--- config.mk ---
export PLATFORM = sky130hd
export DESIGN_NAME = sort_ctrl
export DESIGN_NICKNAME = d
export VERILOG_FILES = /design/src/rtl/sort_ctrl.sv
export SDC_FILE = /design/constraint.sdc
export NUM_CORES = 1
export LEC_CHECK = 0
export CAP_MARGIN = 5
export CORE_UTILIZATION = 52
export CTS_CLUSTER_DIAMETER = 60
export DETAILED_ROUTE_END_ITERATION = 10
export PLACE_DENSITY = 0.86
export SLEW_MARGIN = 0
export SYNTH_ARGS = -nofsm -noshare
export SYNTH_HDL_FRONTEND = slang
export SYNTH_SLANG_ARGS = --single-unit
--- constraint.sdc ---
create_clock -name clk -period 4.6 [get_ports clk]
set_input_delay 0.92 -clock clk [delete_from_list [all_inputs] [get_ports clk]]
set_output_delay 0.92 -clock clk [all_outputs]
set_load 0.03 [all_outputs]
--- src/rtl/sort_ctrl.sv ---
// rtl/sort_ctrl.sv - in-place bubble-sort sequencer and host arbiter for a single-port sorter memory
//
// Purpose:
//   While idle, the host port passes straight through to the sorter memory.
//   A start pulse hands the memory to an internal sequencer. The sequencer
//   bubble-sorts the words into unsigned ascending order, stopping early
//   after a pass that makes no swap. It then pulses done and returns the
//   memory to the host.
//
// Ports:
//   clk, rst_n         rising-edge clock, asynchronous active-low reset
//   start              one-cycle pulse, sampled only in IDLE
//   busy               high from the cycle after start is accepted through DONE
//   done               one-cycle completion pulse
//   host_addr/wdata    host word address and write data (IDLE only)
//   host_we/host_re    host write/read request (exactly one must be set for an access)
//   host_rdata         host read data; zero unless an IDLE host read is in progress
//   mem_addr/wdata     memory address and write data
//   mem_we/mem_re      memory write/read strobes (never both set)
//   mem_en             memory enable, active low
//   mem_rdata          combinational memory read data

module sort_ctrl #(
    parameter int SIZE   = 8,
    parameter int DATA_W = 32,
    localparam int AW    = $clog2(SIZE) + 1
) (
    input  logic              clk,
    input  logic              rst_n,
    input  logic              start,
    output logic              busy,
    output logic              done,
    input  logic [AW-1:0]     host_addr,
    input  logic [DATA_W-1:0] host_wdata,
    input  logic              host_we,
    input  logic              host_re,
    output logic [DATA_W-1:0] host_rdata,
    output logic [AW-1:0]     mem_addr,
    output logic [DATA_W-1:0] mem_wdata,
    output logic              mem_we,
    output logic              mem_re,
    output logic              mem_en,
    input  logic [DATA_W-1:0] mem_rdata
);

    typedef enum logic [2:0] {
        IDLE = 3'd0,
        RD_A = 3'd1,
        RD_B = 3'd2,
        CMP  = 3'd3,
        WR_A = 3'd4,
        WR_B = 3'd5,
        PASS = 3'd6,
        DONE = 3'd7
    } state_t;

    localparam logic [AW-1:0] LAST = AW'(SIZE - 1);
    localparam logic [AW-1:0] ONE  = AW'(1);

    state_t            state, nxt;
    logic [AW-1:0]     i, j;
    logic              swapped;
    logic [DATA_W-1:0] a, b;

    logic              host_acc;
    logic              last_pair;
    logic              a_gt_b;

    // A host access needs exactly one of we/re. rst_n is included so that
    // mem_en goes inactive as soon as reset asserts, even if the host holds
    // a request.
    assign host_acc  = rst_n && (state == IDLE) && (host_we ^ host_re);
    assign last_pair = (j == (i - ONE));
    assign a_gt_b    = (a > b);

    assign busy = (state != IDLE);
    assign done = (state == DONE);

    // Gated to a real read access, so a floating bus never reaches the host.
    assign host_rdata = (host_acc && host_re) ? mem_rdata : '0;

    // State register
    always_ff @(posedge clk or negedge rst_n) begin
        if (!rst_n) state <= IDLE;
        else        state <= nxt;
    end

    // Next state
    always_comb begin
        nxt = state;
        case (state)
            IDLE: if (start) nxt = (SIZE == 1) ? DONE : RD_A;
            RD_A: nxt = RD_B;
            RD_B: nxt = CMP;
            CMP: begin
                if (a_gt_b)         nxt = WR_A;
                else if (last_pair) nxt = PASS;
                else                nxt = RD_A;
            end
            WR_A: nxt = WR_B;
            WR_B: nxt = last_pair ? PASS : RD_A;
            PASS: nxt = (!swapped || i == ONE) ? DONE : RD_A;
            DONE: nxt = IDLE;
            default: nxt = IDLE;
        endcase
    end

    // Memory port decode. Outside IDLE it depends only on registered
    // state, j, a and b, so the outputs are stable for the whole cycle.
    always_comb begin
        mem_en    = 1'b1;
        mem_we    = 1'b0;
        mem_re    = 1'b0;
        mem_addr  = '0;
        mem_wdata = '0;
        case (state)
            IDLE: begin
                if (host_acc) begin
                    mem_en    = 1'b0;
                    mem_addr  = host_addr;
                    mem_wdata = host_wdata;
                    mem_we    = host_we;
                    mem_re    = host_re;
                end
            end
            RD_A: begin
                mem_en   = 1'b0;
                mem_re   = 1'b1;
                mem_addr = j;
            end
            RD_B: begin
                mem_en   = 1'b0;
                mem_re   = 1'b1;
                mem_addr = j + ONE;
            end
            WR_A: begin
                mem_en    = 1'b0;
                mem_we    = 1'b1;
                mem_addr  = j;
                mem_wdata = b;
            end
            WR_B: begin
                mem_en    = 1'b0;
                mem_we    = 1'b1;
                mem_addr  = j + ONE;
                mem_wdata = a;
            end
            default: ;
        endcase
    end

    // Pass/pair counters and operand registers
    always_ff @(posedge clk or negedge rst_n) begin
        if (!rst_n) begin
            i       <= LAST;
            j       <= '0;
            swapped <= 1'b0;
            a       <= '0;
            b       <= '0;
        end else begin
            case (state)
                IDLE: begin
                    if (start) begin
                        i       <= LAST;
                        j       <= '0;
                        swapped <= 1'b0;
                    end
                end
                RD_A: a <= mem_rdata;
                RD_B: b <= mem_rdata;
                CMP: begin
                    if (!a_gt_b && !last_pair) j <= j + ONE;
                end
                WR_B: begin
                    swapped <= 1'b1;
                    if (!last_pair) j <= j + ONE;
                end
                PASS: begin
                    if (swapped && i != ONE) begin
                        i       <= i - ONE;
                        j       <= '0;
                        swapped <= 1'b0;
                    end
                end
                default: ;
            endcase
        end
    end

endmodule

Yosys cells after proc, flatten, opt, wreduce, memory -nomap -nowiden
Cells that the tools add are included.

Register bits after elaboration: 76. Input port bits: 73. Output and inout port bits: 73.

Add/subtract/negate cells: 2. Magnitude comparators: 1. Eq/ne operators: 14. Muxes and demuxes: 27. Bitwise logic cells: 1. Reduce and logical (&&, ||, !) cells: 22.

Operator list (number): $pmux 32 s3 (1); $mux 32 (2); $gt 32x32->1 (1); $mux 4 (7); $pmux 3 s8 (1); $pmux 4 s4 (1); $eq 3x3->1 const B (4); $mux 3 (4); $pmux 4 s3 (1); $ne 2x2->1 const B (4); $pmux 4 s2 (1); $reduce_or 2->1 (4); $eq 3x2->1 const B (2); $pmux 1 s2 (3); $reduce_and 3->1 (2); $reduce_bool 3->1 (2); $logic_and 1x1->1 (5); $mux 1 (5); $reduce_and 5->1 (1); $add 4x1->4 const B (1); $eq 4x1->1 const B (1); $eq 4x4->1 (1); $ne 4x1->1 const B (1); $reduce_bool 4->1 (1); 9 further kinds (11).

Depth between registers and ports, before layout
Depth after elaboration: 6. Depth in mapped cells: 9. Gate-level depth less buffers: 9.

Worst setup path after synthesis
No wires, ideal clock.

Path type: input to output. Start point: input host_we. End point: output mem_wdata[23]. Arrival: 2.260 ns. Data required time: 3.680 ns. Path slack: 1.420 ns. Stages: 7. Buffers on the path: 3. Cell sequence: xor2_1 > and3_1 > buf_2 > clkbuf_1 > clkbuf_1 > nand2_1 > o21ai_0.

Longest elaborated chain between the ends: 4.

RTL lines: start, declared (line 35) `input logic host_we,`; $xor 1x1->1 (line 72) `assign host_acc = rst_n && (state == IDLE) && (host_we ^ host_re);`; $logic_and 1x1->1 (line 72); $mux 32 (line 118) `if (host_acc) begin`; $pmux 32 s3 (line 116) `case (state)`; end, declared (line 39) `output logic [DATA_W-1:0] mem_wdata,`.

No other way between the ends.

Final worst setup path
Start point: register state[1]. End point: output mem_wdata[16].

Longest elaborated chain between the ends: 5.

RTL lines: start, declared (line 60) `state_t state, nxt;`; start signal, assigned (line 85) `else state <= nxt;`; $logic_not 3->1 (line 72, 116); $logic_and 1x1->1 (2 in a row) (line 72); $mux 32 (line 118); $pmux 32 s3 (*) (line 116).

Every way passes the cells marked *; elsewhere a longest branch is shown, timed or not.

==> metrics.md <==
| Metric | Value |
|---|---|
| Status | `complete, no violations` |
| CP arrival | `2.96 ns` |
| Sw Pwr | `1910 uW` |
| N_diodes | `0` |
| Combinational power share | `56.7%` |
| Post-route ant nets | `0` |
| Final core occ | `71.5%` |
| Syn-to-layout area delta | `32.4%` |
| Clk_lat worst skew | `0.35 ns` |
| Pre-CTS setup slack | `0.783 ns` |
| Clock share of power | `14.4%` |
| Clock Tree Buf Depth | `2` |
| Commonest non-fill, non-tap cells in the layout | `87 x nand2_1, 78 x buf_4, 74 x clkdlybuf4s50_1` |
| Post-CTS Setup Repair Bufs | `0` |
| Switching Share | `43.3%` |
| Kind of cell adding the most delay to the critical path | `simple AND/OR/NAND/NOR gates` |
| Met1 usage | `32.0%` |
| Synth top area cells | `dfrtp_1 36%, ha_1 8.7%, mux2_2 7.4%, o21ai_0 7.3%, nand2_1 6.5%` |
| Pint | `2500 uW` |
| DR pass1 iterations | `4` |
| GR peak layer | `met2` |
| Worst Setup SP | `state[1]` |
| Filler cell count | `725` |
| WL/cell | `15.7 um` |
| Die area | `10100 um2` |
| Largest net degree at the start of global routing | `77` |
| Vias per cell | `5.53` |
| Final Wtd Congestion | `0.797` |
| Hold Vio Cnt, Final | `0` |
| Post-DP HPWL | `9240 um` |
| Yosys warns | `0` |
| CP Class | `flip-flop to output port` |
| Placed insts | `812` |
| Seq cells post-synth | `76` |
| Largest stage delay, worst path | `0.66 ns` |
| Worst hold path type | `flip-flop to flip-flop` |
| Via count | `4578` |
| Clk root buf | `clkbuf_8` |
| Syn avg cell area | `8.88 um2` |
| Initial antenna violation count | `0` |
| Synthesized net count | `675` |
| Clock transition at path regs | `0.08 ns` |
| GR Util met3 | `4.04%` |
| EDFF count, synth | `0` |
| Relative slew slack | `18.0%` |
| Synth area leader | `dfrtp_1` |
| Core area | `9330 um2` |
| Fin cells | `828` |
| 1st-iter DRT viols | `159` |
| Fin crit period | `3.88 ns` |
| Residual DRC | `0` |
| FF-to-FF Start | `state[1]` |
| GR met2 Demand/Resource | `49.2%` |
| Reg2reg end | `b[31]` |
| Reg2Reg Setup Slack | `1.74 ns` |
| Vias in the first global route | `4391` |
| Leak | `0.00325 uW` |
| Fraction of layout cells with a size suffix above 1 | `20.5%` |
| Worst setup path end | `mem_wdata[16]` |
| Worst-case reg-to-reg path depth | `3` |
| PwrDens | `661 nW/um2` |
| Final Slew Violations | `0` |
| Final Setup Violations | `0` |
| Worst Setup End Kind | `output port` |
| DRT Wirelength | `13000 um` |
| Worst clock skew | `0.00689 ns` |
| Die Height | `100 um` |
| Element type at the critical path start | `flip-flop` |
| Starting density of the core | `54.0%` |
| Fin crit share | `84.3%` |
| Width of the die | `100 um` |
| Clock sinks | `76` |
| Top cell type's share of synthesized area | `36.3%` |
| Sequential group share of total power | `28.9%` |
| # hold bufs at CTS | `0` |
| Commonest non-fill, non-tap cell in the layout | `nand2_1` |
| Crit-path slowest cell | `dfrtp_1` |
| Post-synth ARST share | `100%` |
| Grt ovf | `0` |
| Global-route wire length before repair | `21200 um` |
| Largest fanout on the critical path | `42` |
| RSZ-0062 raised after global routing | `false` |
| Peak supply drop | `336 uV` |
| Max Freq | `258 MHz` |
| Number of H-tree levels | `3` |
| Post-Syn Instances | `567` |
| Cell area after synthesis | `5040 um2` |
| TritonCTS buffer count | `9` |
| Final TNS setup | `0 ns` |
| Worst setup margin | `0.721 ns` |
| Bufs and invs on worst path | `2` |
| Max Cap Viol | `0` |
| IO Count | `146` |
| Input/output buffers | `145` |
| Stages on worst setup path | `6` |
| CTS tree | `built` |
| Post_cts resized | `0` |
| Most used flip-flop cell after synthesis | `dfrtp_1` |
| Num rows | `35` |
| CP required | `3.68 ns` |
| Slew @ Worst Pin | `1.23 ns` |
| Register area share after synthesis | `37.8%` |
| Total track usage | `26.8%` |
| Worst-path cell chain | `nor3_1 > and3_2 > buf_12 > nand2_1 > o21ai_0 > buf_4` |
| Fin nets | `802` |
| Yosys cell types | `55` |
==> cells in the mapped netlist, drive strengths merged (2+ instances only) <==
cell,n
nand2,88
dfrtp,73
o21ai,73
inv,37
and3,36
ha,35
mux2,34
mux2i,32
clkbuf,29
a21oi,26
nor2,16
buf,8
nand4,7
nand3,6
xnor2,6
a21o,5
a21boi,4
nor2b,4
nor3,4
a211oi,3
dfstp,3
xor2,3
a211o,2
a22oi,2
nand2b,2
nor3b,2
nor4,2
o211ai,2
o21a,2
or3,2
==> layout make-up <==
class / count / area [um2] / share of cell area [%]
sequential: 76 / 1910 / 28.6
multi-input combinational: 416 / 2860 / 42.9
timing repair buffer: 153 / 1350 / 20.2
clock buffer: 12 / 155 / 2.33
clock inverter: 4 / 95.1 / 1.43
tap: 129 / 161 / 2.42
inverter: 38 / 143 / 2.14
==> worst min-delay path by stage <==
stage / from / endpoint / cells after the start
2_1_floorplan: swapped / swapped / 2
3_3_place_gp: swapped / swapped / 2
3_5_place_dp: swapped / swapped / 2
4_1_cts: swapped / swapped / 2
5_1_grt: swapped / swapped / 2
6_report: swapped / swapped / 2
==> power by group through the flow <==
stage	Combinational (uW)	Sequential, uW	Clock, uW
after floorplan	1860	1170	0
after global placement	2410	1250	0
after detailed placement	2480	1280	0
after CTS	2500	1270	641
after global routing	2750	1320	669
final	2500	1280	633
==> flip-flops by register name (all words and copies together) (netlist names) <==
name,cells
i,4
j,4
state,3
b,32
swapped,1
a,32
==> worst min-delay path, delay by kind of cell, from the launching register on <==
kind,cells,cell delay (ns)
DFF,1,0.35
and+or+nand+nor,2,0.11
==> per-stage QoR <==
step           total power (uW)  hold WS, ns  instance area, um2
5_1_grt                    4750        0.518                6670
2_1_floorplan              3030        0.441                5040
4_1_cts                    4420        0.493                6670
6_report                   4410        0.489                6670
3_3_place_gp               3660        0.459                6420
3_5_place_dp               3770        0.475                6420
==> logic make-up after synthesis <==
| family | Yosys count | share of synthesized area (%) |
|---|---|---|
| adders and majority gates | 35 | 8.70 |
| muxes | 66 | 14.0 |
| AOI/OAI and AO/OA | 131 | 15.3 |
| and+or+nand+nor | 175 | 16.9 |
| DFF | 76 | 37.8 |
| buffers and inverters | 75 | 5.66 |
| xor gates and xnor gates | 9 | 1.57 |
==> per-layer routing <==
layer / share of wire, % / routed length, um / vias up
li1: - / - / 2236
met1: 42 / 5440 / 2221
met2: 53 / 6900 / 106
met3: 3.7 / 479 / 15
met4: 1.3 / 174 / 0
met5: 0 / 0 / -
Note: power is estimated with default switching activity, not from simulation.
